<file path="src/rtl/sy_ppl_wb_arb_if.sv">
`default_nettype none
// ============================================================================
// Module   : sy_ppl_wb_arb_if
// Brief    : Requester-side and register-file-side bundle of the writeback
//            arbiter (slave = arbiter, master = execution units + RF port).
// Revision : 1.0  initial release
// ============================================================================
interface sy_ppl_wb_arb_if #(
  parameter int NUM_REQ     = 5,
  parameter int DATA_WTH    = 64,
  parameter int PHY_REG_WTH = 7,
  parameter int ROB_WTH     = 6
);
  localparam int c_src_wth = $clog2(NUM_REQ);

  logic                            flush_i;
  logic [NUM_REQ-1:0]              req_vld_i;
  logic [NUM_REQ-1:0]              req_rdy_o;
  logic [NUM_REQ*DATA_WTH-1:0]     req_data_i;
  logic [NUM_REQ*PHY_REG_WTH-1:0]  req_idx_i;
  logic [NUM_REQ-1:0]              req_is_fp_i;
  logic [NUM_REQ*ROB_WTH-1:0]      req_rob_i;
  logic                            wb_vld_o;
  logic                            wb_rdy_i;
  logic [DATA_WTH-1:0]             wb_data_o;
  logic [PHY_REG_WTH-1:0]          wb_idx_o;
  logic                            wb_is_fp_o;
  logic [ROB_WTH-1:0]              wb_rob_o;
  logic [c_src_wth-1:0]            wb_src_o;
  logic [31:0]                     conflict_cnt_o;

  modport slave (
    input  flush_i, req_vld_i, req_data_i, req_idx_i, req_is_fp_i, req_rob_i,
           wb_rdy_i,
    output req_rdy_o, wb_vld_o, wb_data_o, wb_idx_o, wb_is_fp_o, wb_rob_o,
           wb_src_o, conflict_cnt_o
  );

  modport master (
    output flush_i, req_vld_i, req_data_i, req_idx_i, req_is_fp_i, req_rob_i,
           wb_rdy_i,
    input  req_rdy_o, wb_vld_o, wb_data_o, wb_idx_o, wb_is_fp_o, wb_rob_o,
           wb_src_o, conflict_cnt_o
  );
endinterface
`default_nettype wire

</file>
<file path="src/rtl/sy_ppl_wb_arb.sv">
`default_nettype none
// ============================================================================
// Module   : sy_ppl_wb_arb
// Brief    : Round-robin arbiter for the shared physical-register writeback
//            port, registered output with valid/ready backpressure and flush.
//            Optional macro SY_WB_ARB_PERF_EN builds the conflict counter.
// Revision : 1.0  initial release
// ============================================================================
module sy_ppl_wb_arb #(
  parameter int NUM_REQ     = 5,
  parameter int DATA_WTH    = 64,
  parameter int PHY_REG_WTH = 7,
  parameter int ROB_WTH     = 6
) (
  input  logic             clk_i,
  input  logic             rst_i,
  sy_ppl_wb_arb_if.slave   bus
);
  localparam int                   c_src_wth = $clog2(NUM_REQ);
  localparam logic [c_src_wth-1:0] c_last    = c_src_wth'(NUM_REQ - 1);

  logic                    r_wb_vld;
  logic [DATA_WTH-1:0]     r_wb_data;
  logic [PHY_REG_WTH-1:0]  r_wb_idx;
  logic                    r_wb_is_fp;
  logic [ROB_WTH-1:0]      r_wb_rob;
  logic [c_src_wth-1:0]    r_wb_src;
  logic [c_src_wth-1:0]    r_rr_ptr;

  logic                    w_load;
  logic                    w_found;
  logic [c_src_wth-1:0]    w_cand;
  logic [c_src_wth-1:0]    w_gnt_idx;
  logic [NUM_REQ-1:0]      w_gnt_oh;
  logic [c_src_wth-1:0]    w_rr_nxt;
  logic [DATA_WTH-1:0]     w_data;
  logic [PHY_REG_WTH-1:0]  w_idx;
  logic                    w_is_fp;
  logic [ROB_WTH-1:0]      w_rob;

  function automatic logic [c_src_wth-1:0] f_wrap(input int v);
    return (v >= NUM_REQ) ? c_src_wth'(v - NUM_REQ) : c_src_wth'(v);
  endfunction

  assign w_load = (!r_wb_vld || bus.wb_rdy_i) && !bus.flush_i;

  // Search starts at rr_ptr and wraps, so the last winner has lowest priority.
  always_comb begin
    w_found   = 1'b0;
    w_cand    = '0;
    w_gnt_idx = '0;
    w_gnt_oh  = '0;
    for (int i = 0; i < NUM_REQ; i++) begin
      w_cand = f_wrap(i + int'(r_rr_ptr));
      if (!w_found && bus.req_vld_i[w_cand]) begin
        w_found   = 1'b1;
        w_gnt_idx = w_cand;
      end
    end
    w_gnt_oh[w_gnt_idx] = w_found;
  end

  always_comb begin
    w_data  = '0;
    w_idx   = '0;
    w_is_fp = 1'b0;
    w_rob   = '0;
    for (int i = 0; i < NUM_REQ; i++) begin
      if (w_gnt_oh[i]) begin
        w_data  = bus.req_data_i[i*DATA_WTH +: DATA_WTH];
        w_idx   = bus.req_idx_i[i*PHY_REG_WTH +: PHY_REG_WTH];
        w_is_fp = bus.req_is_fp_i[i];
        w_rob   = bus.req_rob_i[i*ROB_WTH +: ROB_WTH];
      end
    end
  end

  assign w_rr_nxt      = (w_gnt_idx == c_last) ? '0 : w_gnt_idx + 1'b1;
  assign bus.req_rdy_o = w_load ? w_gnt_oh : '0;

  always_ff @(posedge clk_i or posedge rst_i) begin
    if (rst_i) begin
      r_wb_vld   <= 1'b0;
      r_wb_data  <= '0;
      r_wb_idx   <= '0;
      r_wb_is_fp <= 1'b0;
      r_wb_rob   <= '0;
      r_wb_src   <= '0;
      r_rr_ptr   <= '0;
    end else if (bus.flush_i) begin
      r_wb_vld <= 1'b0;
    end else if (w_load) begin
      r_wb_vld <= w_found;
      if (w_found) begin
        r_wb_data  <= w_data;
        r_wb_idx   <= w_idx;
        r_wb_is_fp <= w_is_fp;
        r_wb_rob   <= w_rob;
        r_wb_src   <= w_gnt_idx;
        r_rr_ptr   <= w_rr_nxt;
      end
    end
  end

  assign bus.wb_vld_o   = r_wb_vld;
  assign bus.wb_data_o  = r_wb_data;
  assign bus.wb_idx_o   = r_wb_idx;
  assign bus.wb_is_fp_o = r_wb_is_fp;
  assign bus.wb_rob_o   = r_wb_rob;
  assign bus.wb_src_o   = r_wb_src;

`ifdef SY_WB_ARB_PERF_EN
  logic [31:0] r_conflict_cnt;
  logic        w_multi;

  // Clearing the lowest set bit leaves something only when two or more are set.
  assign w_multi = (bus.req_vld_i & (bus.req_vld_i - 1'b1)) != '0;

  always_ff @(posedge clk_i or posedge rst_i) begin
    if (rst_i) begin
      r_conflict_cnt <= '0;
    end else if (w_load && w_multi && (r_conflict_cnt != 32'hFFFF_FFFF)) begin
      r_conflict_cnt <= r_conflict_cnt + 32'd1;
    end
  end

  assign bus.conflict_cnt_o = r_conflict_cnt;
`else
  assign bus.conflict_cnt_o = 32'd0;
`endif

endmodule
`default_nettype wire

</file>
<file path="src/flat_wrapper.sv">
// flat-port wrapper written by rule: the top's interface ports become plain ports
module sy_ppl_wb_arb_flat 
#(
  parameter int NUM_REQ     = 5,
  parameter int DATA_WTH    = 64,
  parameter int PHY_REG_WTH = 7,
  parameter int ROB_WTH     = 6
)
  (clk_i, rst_i, bus_flush_i, bus_req_vld_i, bus_req_data_i, bus_req_idx_i, bus_req_is_fp_i, bus_req_rob_i, bus_wb_rdy_i, bus_req_rdy_o, bus_wb_vld_o, bus_wb_data_o, bus_wb_idx_o, bus_wb_is_fp_o, bus_wb_rob_o, bus_wb_src_o, bus_conflict_cnt_o);
  sy_ppl_wb_arb_if #(.NUM_REQ(NUM_REQ), .DATA_WTH(DATA_WTH), .PHY_REG_WTH(PHY_REG_WTH), .ROB_WTH(ROB_WTH)) bus_i ();
  input  logic clk_i;
  input  logic rst_i;
  input wire logic [$bits(bus_i.flush_i)-1:0] bus_flush_i;
  input wire logic [$bits(bus_i.req_vld_i)-1:0] bus_req_vld_i;
  input wire logic [$bits(bus_i.req_data_i)-1:0] bus_req_data_i;
  input wire logic [$bits(bus_i.req_idx_i)-1:0] bus_req_idx_i;
  input wire logic [$bits(bus_i.req_is_fp_i)-1:0] bus_req_is_fp_i;
  input wire logic [$bits(bus_i.req_rob_i)-1:0] bus_req_rob_i;
  input wire logic [$bits(bus_i.wb_rdy_i)-1:0] bus_wb_rdy_i;
  output wire logic [$bits(bus_i.req_rdy_o)-1:0] bus_req_rdy_o;
  output wire logic [$bits(bus_i.wb_vld_o)-1:0] bus_wb_vld_o;
  output wire logic [$bits(bus_i.wb_data_o)-1:0] bus_wb_data_o;
  output wire logic [$bits(bus_i.wb_idx_o)-1:0] bus_wb_idx_o;
  output wire logic [$bits(bus_i.wb_is_fp_o)-1:0] bus_wb_is_fp_o;
  output wire logic [$bits(bus_i.wb_rob_o)-1:0] bus_wb_rob_o;
  output wire logic [$bits(bus_i.wb_src_o)-1:0] bus_wb_src_o;
  output wire logic [$bits(bus_i.conflict_cnt_o)-1:0] bus_conflict_cnt_o;
  assign bus_i.flush_i = bus_flush_i;
  assign bus_i.req_vld_i = bus_req_vld_i;
  assign bus_i.req_data_i = bus_req_data_i;
  assign bus_i.req_idx_i = bus_req_idx_i;
  assign bus_i.req_is_fp_i = bus_req_is_fp_i;
  assign bus_i.req_rob_i = bus_req_rob_i;
  assign bus_i.wb_rdy_i = bus_wb_rdy_i;
  assign bus_req_rdy_o = bus_i.req_rdy_o;
  assign bus_wb_vld_o = bus_i.wb_vld_o;
  assign bus_wb_data_o = bus_i.wb_data_o;
  assign bus_wb_idx_o = bus_i.wb_idx_o;
  assign bus_wb_is_fp_o = bus_i.wb_is_fp_o;
  assign bus_wb_rob_o = bus_i.wb_rob_o;
  assign bus_wb_src_o = bus_i.wb_src_o;
  assign bus_conflict_cnt_o = bus_i.conflict_cnt_o;
  sy_ppl_wb_arb #(.NUM_REQ(NUM_REQ), .DATA_WTH(DATA_WTH), .PHY_REG_WTH(PHY_REG_WTH), .ROB_WTH(ROB_WTH)) u_core (.clk_i(clk_i), .rst_i(rst_i), .bus(bus_i));
endmodule
</file>
<file path="config.mk">
export PLATFORM = sky130hd
export DESIGN_NAME = sy_ppl_wb_arb_flat
export DESIGN_NICKNAME = d
export VERILOG_FILES = /design/src/rtl/sy_ppl_wb_arb_if.sv /design/src/rtl/sy_ppl_wb_arb.sv /design/src/flat_wrapper.sv
export SDC_FILE = /design/constraint.sdc
export NUM_CORES = 1
export LEC_CHECK = 0
export ABC_AREA = 1
export CORE_AREA = 2 2 200 202
export CTS_CLUSTER_DIAMETER = 150
export CTS_CLUSTER_SIZE = 8
export DETAILED_ROUTE_END_ITERATION = 16
export DIE_AREA = 0 0 202 204
export MAX_ROUTING_LAYER = met4
export PLACE_DENSITY = 0.6
export SLEW_MARGIN = 20
export SYNTH_ARGS = -nofsm -noshare
export SYNTH_HDL_FRONTEND = slang
export SYNTH_SLANG_ARGS = --single-unit
</file>
<file path="constraint.sdc">
create_clock -name clk_i -period 4.8 [get_ports clk_i]
set_input_delay 0.72 -clock clk_i [delete_from_list [all_inputs] [get_ports clk_i]]
set_output_delay 0.72 -clock clk_i [all_outputs]
set_load 0.02 [all_outputs]
</file>
## Word level (Yosys, flattened, before mapping)

Index checks and enable logic that the tools add are counted.

- Add/subtract/negate cells: 10
- Muxes and demuxes: 51
- Reductions and logical operators: 15
- Equal/unequal tests: 1
- Order comparisons: 12
- Bitwise logic cells: 2

Operator list:

| operator | number |
|---|---|
| $mux 64 | 5 |
| $mux 7 | 5 |
| $mux 3 | 11 |
| $mux 6 | 5 |
| $lt 3x4->1 const B | 6 |
| $mux 1 | 18 |
| $ge 4x3->1 const B | 4 |
| $bmux 1 s3 | 5 |
| $sub 3x3->3 const B | 5 |
| $add 2x3->4 const A | 2 |
| $logic_and 1x1->1 | 6 |
| $logic_not 1->1 | 6 |
| $and 5x5->5 | 1 |
| $mux 5 | 1 |
| $add 1x3->4 const A | 1 |
| $add 3x3->4 const A | 1 |
| $add 3x1->3 const B | 1 |
| $demux 1 s3 | 1 |
| $eq 3x3->1 const B | 1 |
| $ge 3x1->1 const B | 1 |
| $ge 3x3->1 const B | 1 |
| $reduce_and 3->1 | 1 |
| $reduce_bool 2->1 | 1 |
| $logic_or 1x1->1 | 1 |
| $not 1->1 | 1 |

- Input port bits: 399
- Logic and storage cells: 98
- Bits in registers: 85
- Output and inout bits: 119

## Depth between registers and ports, before layout

Gate-level depths: netlist of the first run.

- Word-level depth: 27
- Gate-level depth with buffers: 28
- Gate-level depth less buffers: 25

## Least setup slack after synthesis of the first run

No wires, ideal clock.

- Kind: register to output
- Start point: reg u_core.r_rr_ptr[0]
- End point: out bus_req_rdy_o[1]
- Path buffers: 2
- Required time: 4080 ps
- Stages on the path, launching flop included: 23
- Slack: 891 ps
- Arrival: 3189 ps
- Path through: dfrtp_1 > buf_4 > inv_2 > ha_1 > inv_1 > fa_1 > inv_1 > nand2_1 > o21ai_0 > nand3_1 > or2_1 > nand2_1 > nand4_1 > nand3_1 > nand2_1 > nand2_1 > nand2_1 > nand2_2 > inv_2 > buf_2 > nor2_1 > inv_1 > nor2_1

- Cells in the longest elaborated chain, start to end: 23
- Elaborated cells between the ends (all ways): 54
- Classes of those cells: 9 x add/sub; 7 x order compare; 28 x mux; 1 x bitwise; 9 x reduce/logical

RTL lines:

| element | line | source |
|---|---|---|
| start: declaration | sy_ppl_wb_arb.sv:28 | `logic [c_src_wth-1:0] r_rr_ptr;` |
| start signal: assignment | sy_ppl_wb_arb.sv:100 | `r_rr_ptr <= w_rr_nxt;` |
| parallel branches: the longest is 21 deep, another holds $add 1x3->4 | n/a |  |
| $and 5x5->5 (no source line) * | n/a |  |
| $mux 5 * | sy_ppl_wb_arb.sv:79 | `assign bus.req_rdy_o = w_load ? w_gnt_oh : '0;` |
| end: declaration | flat_wrapper.sv:20 | `output wire logic [$bits(bus_i.req_rdy_o)-1:0] bus_req_rdy_o;` |

Every way passes the cells marked *. The select of a mux whose other input is x is not followed.

## Worst setup path after layout of the first run

- Start point: reg u_core.r_rr_ptr[0]
- End point: out bus_req_rdy_o[4]

The elaborated chain is that of the path after synthesis.

==> flow_summary.toml, run 1 <==
[run_status]
outcome = "complete, no violations"

[clocking]
cts_buffers = 9
htree_levels = 3
clockBufferDepth = 2
cts_resized = 0
hold_buffers = 0
clkTransAtPathRegs_ns = 0.07
cts_tree = "yes"
postCtsSetupBuffers = 0
cts_sinks = 85
cts-root-buf = "clkbuf_16"
clkLatencyLatePin_ns = 0.35

[timing]
rsz0062_at_grt = "false"
clock_skew_ns = 0.007957
min_period_ns = 4.344
fin_crit_sh_pct = 90.51
fin_setup_tns_ns = 0
final_hold_viol_count = 0
max_freq_ghz = 0.2302
slew_headroom_pct = 47.32
setup_violations = 0
drv_slew = 0
tightest_slew_ns = 0.7903

[critical_path]
cp_cell_sequence = "inv_2 > ha_1 > inv_1 > fa_1 > inv_1 > nand2_1 > nand2_1 > nand2_1 > nand2_1 > nand3_1 > nand2_1 > nand2_1 > nand2_1 > nand4_1 > nor2_1 > nor2_1 > nand3_1 > nand2_1 > inv_1 > clkdlybuf4s50_1"
cp.buffers_inverters = 5
start_kind = "flop"
critical_path.max_stage_delay_ns = 0.59
crit_type = "flop to output pin"
cpLargestDelayFamily = "simple AND/OR/NAND/NOR gates"
required_ns = 4.08
critPathCaptureType = "output pin"
crit_fanout = 7
cpMostUsedCell = "nand2_1"
worst_path_max_delay_cell = "clkdlybuf4s50_1"
arrival_ns = 3.62

[synth]
post_synth_num_cell_types = 34
syn_avg_cell_area_um2 = 6.244
ys_seq_elements = 85
netlist_area_um2 = 7911
synthCells = 1267
synth_edf_count = 0
dominantRegCellSynth = "dfrtp_1"
ys_seq_area_share_pct = 26.89
yosysWarnings = 0
synthArstFlopShare_pct = 100.0

[global_routing]
grt_first_pass_wirelength_mm = 56.92
grt_pass1_vias = 10252
grtUsageTotal_pct = 18.23
antenna_found_initial = 1
grt_max_degree = 158
gr-total-overflow = 0

[place]
gp_congestion = 0.9207
place_area_um2 = 13040
portBuffers = 485
dp_hpwl_mm = 28.49

[min_path]
holdCritPathClass = "flop to flop"

[die]
core_um2 = 39180
die_h_um = 204
num_rows = 73
initial_core_util_pct = 20.19
die_area_um2 = 41210
io_pins = 518
die_x_um = 202

[drt]
vias = 10232
detail-route-antenna-nets = 0
vias_per_cell = 4.615
drc = 0
drt_iter0_markers = 737
wl_per_cell_um = 17.22
wirelength_mm = 38.19
drtPass1Iterations = 7

[layout]
syn2layout_area_growth_pct = 69.51
drive_gt1_share_pct = 3.489
fin_area_um2 = 13410
final_nets = 2096

[job]
maxCapViolations = 0
## state kept, by name, summed over array words and instances, names as in the netlist
signal and flops:
u_core.bus.wb_vld_o 1, u_core.r_rr_ptr 3, u_core.bus.wb_is_fp_o 1, u_core.bus.wb_rob_o 6, u_core.bus.wb_idx_o 7, u_core.bus.wb_src_o 3, u_core.bus.wb_data_o 64
## metrics by stage
step           utilization (%)  std cells  hold slack (ns)  setup WS (ns)
6_report                 34.22       2217           0.4781         0.4555
5_1_grt                  34.22       2217           0.5051         0.1199
4_1_cts                  34.18       2216           0.4806       0.008726
3_5_place_dp             33.29       2200           0.4635         0.4247
3_3_place_gp             33.29       2200           0.4601         0.4114
2_1_floorplan                -       1298           0.5822         0.8911
## Yosys cell counts (2+ instances only)
library cell	number	area (um^2)
nor2_4	3	33.78
a31oi_1	2	12.51
clkbuf_1	19	71.32
dfrtp_1	85	2127
inv_2	4	15.01
o21ai_1	2	10.01
buf_4	39	292.8
buf_1	2	7.510
inv_1	107	401.6
nand4_1	85	531.8
o21a_1	78	585.6
a21oi_1	3	15.01
nor2_1	13	48.80
ha_1	10	125.1
nand2_2	5	31.28
buf_6	5	56.30
nand2_1	445	1670
nand3_2	2	20.02
nand3_1	265	1326
o21ai_2	3	26.28
o21ai_0	12	60.06
o211ai_1	2	15.01
xor2_1	3	26.28
buf_2	61	305.3
or2_1	2	12.51
nor3_1	2	10.01
## per-layer routing
layer / part of all wire, % / track usage, % / vias to the layer above
met4: 3.6 / 7.931 / 0
met1: 42 / 21.63 / 4712
met3: 7.3 / 3.141 / 66
met5: 0 / - / -
li1: - / - / 4957
met2: 47 / 30.39 / 497
## layout make-up
class	instances	area (um^2)
Antenna cell	1	2.502
Clock buffer	11	242.7
Clock inverter	5	107.6
Fill cell	4225	25770
Inverter	111	421.7
Multi-Input combinational cell	976	4788
Sequential cell	85	2128
Tap cell	525	656.9
Timing Repair Buffer	503	5062
## cell families (layout without fill, tap and decap cells)
group                    after synthesis  after routing  share of synthesized area (%)
AND/OR/NAND/NOR                      826            826                          47.02
buffers and inverters                237            630                          14.53
AO/OA/AOI/OAI                        103            103                          9.236
flip-flops                            85             85                          26.89
adder cells (fa/ha/maj)               11             11                          1.835
XOR/XNOR                               4              4                         0.4429
other                                  1             33                        0.04740
## tightest hold or removal path, stage by stage, from the launching register on
cell and delay, ns:
dfrtp_1 0.34, nand2_1 0.05, nand2_1 0.06
## placed cells by master, fill, tap and decap left out, types with 2 or more instances in the layout
cell | netlist | routed
nor2_1 | 13 | 12
bufinv_16 | 0 | 3
ha_1 | 10 | 10
conb_1 | 1 | 32
inv_1 | 107 | 105
nand2_2 | 5 | 4
nand3_1 | 265 | 264
nand4_1 | 85 | 85
nand2_1 | 445 | 445
or2_1 | 2 | 2
nor3_1 | 2 | 2
clkdlybuf4s50_1 | 0 | 481
clkbuf_16 | 0 | 9
nor2_4 | 3 | 4
nand3_2 | 2 | 2
o21ai_1 | 2 | 2
o21a_1 | 78 | 78
dfrtp_1 | 85 | 84
buf_4 | 39 | 13
a21oi_1 | 3 | 3
buf_12 | 0 | 5
o21ai_0 | 12 | 11
xor2_1 | 3 | 3
o21ai_2 | 3 | 4
inv_2 | 4 | 3
clkinv_4 | 0 | 2
a31oi_1 | 2 | 2
o211ai_1 | 2 | 2
dlymetal6s2s_1 | 0 | 4
clkinv_2 | 0 | 2
## final timing paths
path	end	cells after the start	start	slack (ns)
min in group asynchronous	u_core.bus.wb_data_o[35]	2	rst_i	0.75
setup reg to reg	u_core.bus.wb_data_o[21]	21	u_core.r_rr_ptr[1]	0.73
hold / removal	u_core.bus.wb_data_o[20]	2	u_core.bus.wb_data_o[20]	0.48
max in group asynchronous	u_core.bus.wb_data_o[2]	3	rst_i	3.28
hold reg to reg	u_core.bus.wb_data_o[20]	2	u_core.bus.wb_data_o[20]	0.48
setup / recovery	bus_req_rdy_o[4]	20	u_core.r_rr_ptr[0]	0.46
Power of run 1 is left out: the tool's default activity adds up to more than one toggle a clock period on the data nets, which glitch-free logic cannot reach.
==> run 2: changes to the inputs <==
ABC_CLOCK_PERIOD_IN_PS = 4800   (was default)
CORE_AREA = 2 2 203 205   (was 2 2 200 202)
DIE_AREA = 0 0 205 207   (was 0 0 202 204)
PLACE_DENSITY = 0.59   (was 0.6)
==> flow_summary.toml, run 2 (synthesized netlist as in run 1, its figures left out) <==
[run_status]
outcome = "complete, no violations"

[clocking]
cts-root-buf = "clkbuf_16"
htree_levels = 3
clkTransAtPathRegs_ns = 0.07
cts_tree = "yes"
cts_sinks = 85
cts_buffers = 9
hold_buffers = 0
clkLatencyLatePin_ns = 0.36
clockBufferDepth = 2

[min_path]
holdCritPathClass = "flop to flop"

[layout]
multi_input_area_um2 = 4788
fin_util_pct = 33.13
final_nets = 2091
final-seq-area_um2 = 2128
final_common_cell = "clkdlybuf4s50_1"
drive_gt1_share_pct = 3.203
final_cells = 2221
fillers = 4351
final_cell_mix = "481 x clkdlybuf4s50_1, 445 x nand2_1, 264 x nand3_1"
largest_register_ffs = 64
syn2layout_area_growth_pct = 69.03

[timing]
slew_headroom_pct = 31.49
fin_setup_tns_ns = 0
rsz0062_at_grt = "false"
whs_ns = 0.4743
max_freq_ghz = 0.2272
clock_skew_ns = 0.01325
drv_slew = 0
fin_crit_sh_pct = 91.72
tightest_slew_ns = 1.028
final_hold_viol_count = 0
min_period_ns = 4.402
setup_violations = 0

[drt]
vias_per_cell = 4.577
wl_met2_mm = 18.29
detail-route-antenna-nets = 0
wirelength_mm = 37.70
wl_met1_mm = 15.67
drc = 0
wl_per_cell_um = 16.97
routed.top_layer = "met4"
drtPass1Iterations = 7
dr_wl_met3_mm = 2.928
vias = 10165
drt_iter0_markers = 642

[global_routing]
grt_pass1_vias = 9874
grt_first_pass_wirelength_mm = 55.57
antenna_found_initial = 3
grt_max_degree = 158
grtUsageTotal_pct = 17.35
gr-total-overflow = 0

[die]
num_rows = 74
io_pins = 518
die_x_um = 205
die_h_um = 207
initial_core_util_pct = 19.60
core_um2 = 40370
die_area_um2 = 42440

[critical_path]
cp_cell_sequence = "inv_2 > ha_1 > inv_1 > fa_1 > inv_1 > nand2_1 > nand2_1 > nand2_1 > nand2_1 > nand3_1 > nand2_1 > nand2_1 > nand2_1 > nand4_1 > nor2_1 > nor2_1 > nand3_1 > nand2_1 > inv_1 > clkdlybuf4s50_1"
critPathCaptureType = "output pin"
required_ns = 4.08
crit_type = "flop to output pin"
critical_path.max_stage_delay_ns = 0.61
cpMostUsedCell = "nand2_1"
cp.buffers_inverters = 5
crit_fanout = 7
start_kind = "flop"
cpLargestDelayFamily = "simple AND/OR/NAND/NOR gates"
arrival_ns = 3.68
worst_path_max_delay_cell = "clkdlybuf4s50_1"

[place]
dp_hpwl_mm = 27.35
dp.cells = 2202
portBuffers = 485
gp_congestion = 0.8541

[job]
maxCapViolations = 0
## run 2: cell count changes in the layout (fill, tap and decap cells not counted)
cell        before  now
inv_8            0    1
bufinv_16        3    2
buf_4           13    7
clkinv_4         2    0
clkinvlp_4       0    2
clkbuf_8         1    0
diode_2          1    3
inv_6            0    1
buf_12           5    6
## run 2: final cells by class
cell class	count	share of cell area, %
clock inverter	6	0.7111
clock buffer	10	1.712
inverter	111	3.153
tap	532	4.978
antenna	3	0.05614
multi-input combinational	976	35.81
sequential	85	15.92
timing repair buffer	498	37.67
## run 2: tightest hold or removal path, delay by kind of cell (launching register included)
family | cells | cell delay [ns]
DFF | 1 | 0.35
and+or+nand+nor | 2 | 0.09
## run 2: final timing paths
| kind | to | startpoint | slack, ns | cells after the start |
|---|---|---|---|---|
| max | bus_req_rdy_o[4] | u_core.r_rr_ptr[0] | 0.40 | 20 |
| min | u_core.bus.wb_src_o[2] | u_core.bus.wb_src_o[2] | 0.47 | 2 |
| max reg2reg | u_core.bus.wb_data_o[30] | u_core.r_rr_ptr[1] | 0.61 | 20 |
| min reg2reg | u_core.bus.wb_src_o[2] | u_core.bus.wb_src_o[2] | 0.47 | 2 |
| max in group asynchronous | u_core.bus.wb_idx_o[1] | rst_i | 2.96 | 3 |
| min in group asynchronous | u_core.bus.wb_data_o[28] | rst_i | 0.86 | 2 |
## run 2: repair_timing
item,4_1_cts,5_1_grt
hold endpoints to repair,0,0
buffers inserted,0,0
gates resized for setup,1,6
setup endpoints to repair,2,4
## run 2: through the flow
step                      area, um^2  worst slack (ns)
after global routing           13370           0.07796
after detailed placement       13030            0.3460
after CTS                      13350           0.02721
after global placement         13030            0.3847
final                          13370            0.3977
after floorplan                 8028            0.8911
## run 2: routing by layer
layer / track usage (%) / vias up
met5: - / -
met4: 5.408 / 0
met3: 3.902 / 34
met2: 29.74 / 427
met1: 20.00 / 4755
li1: - / 4949
Power of run 2 is left out for the same reason.
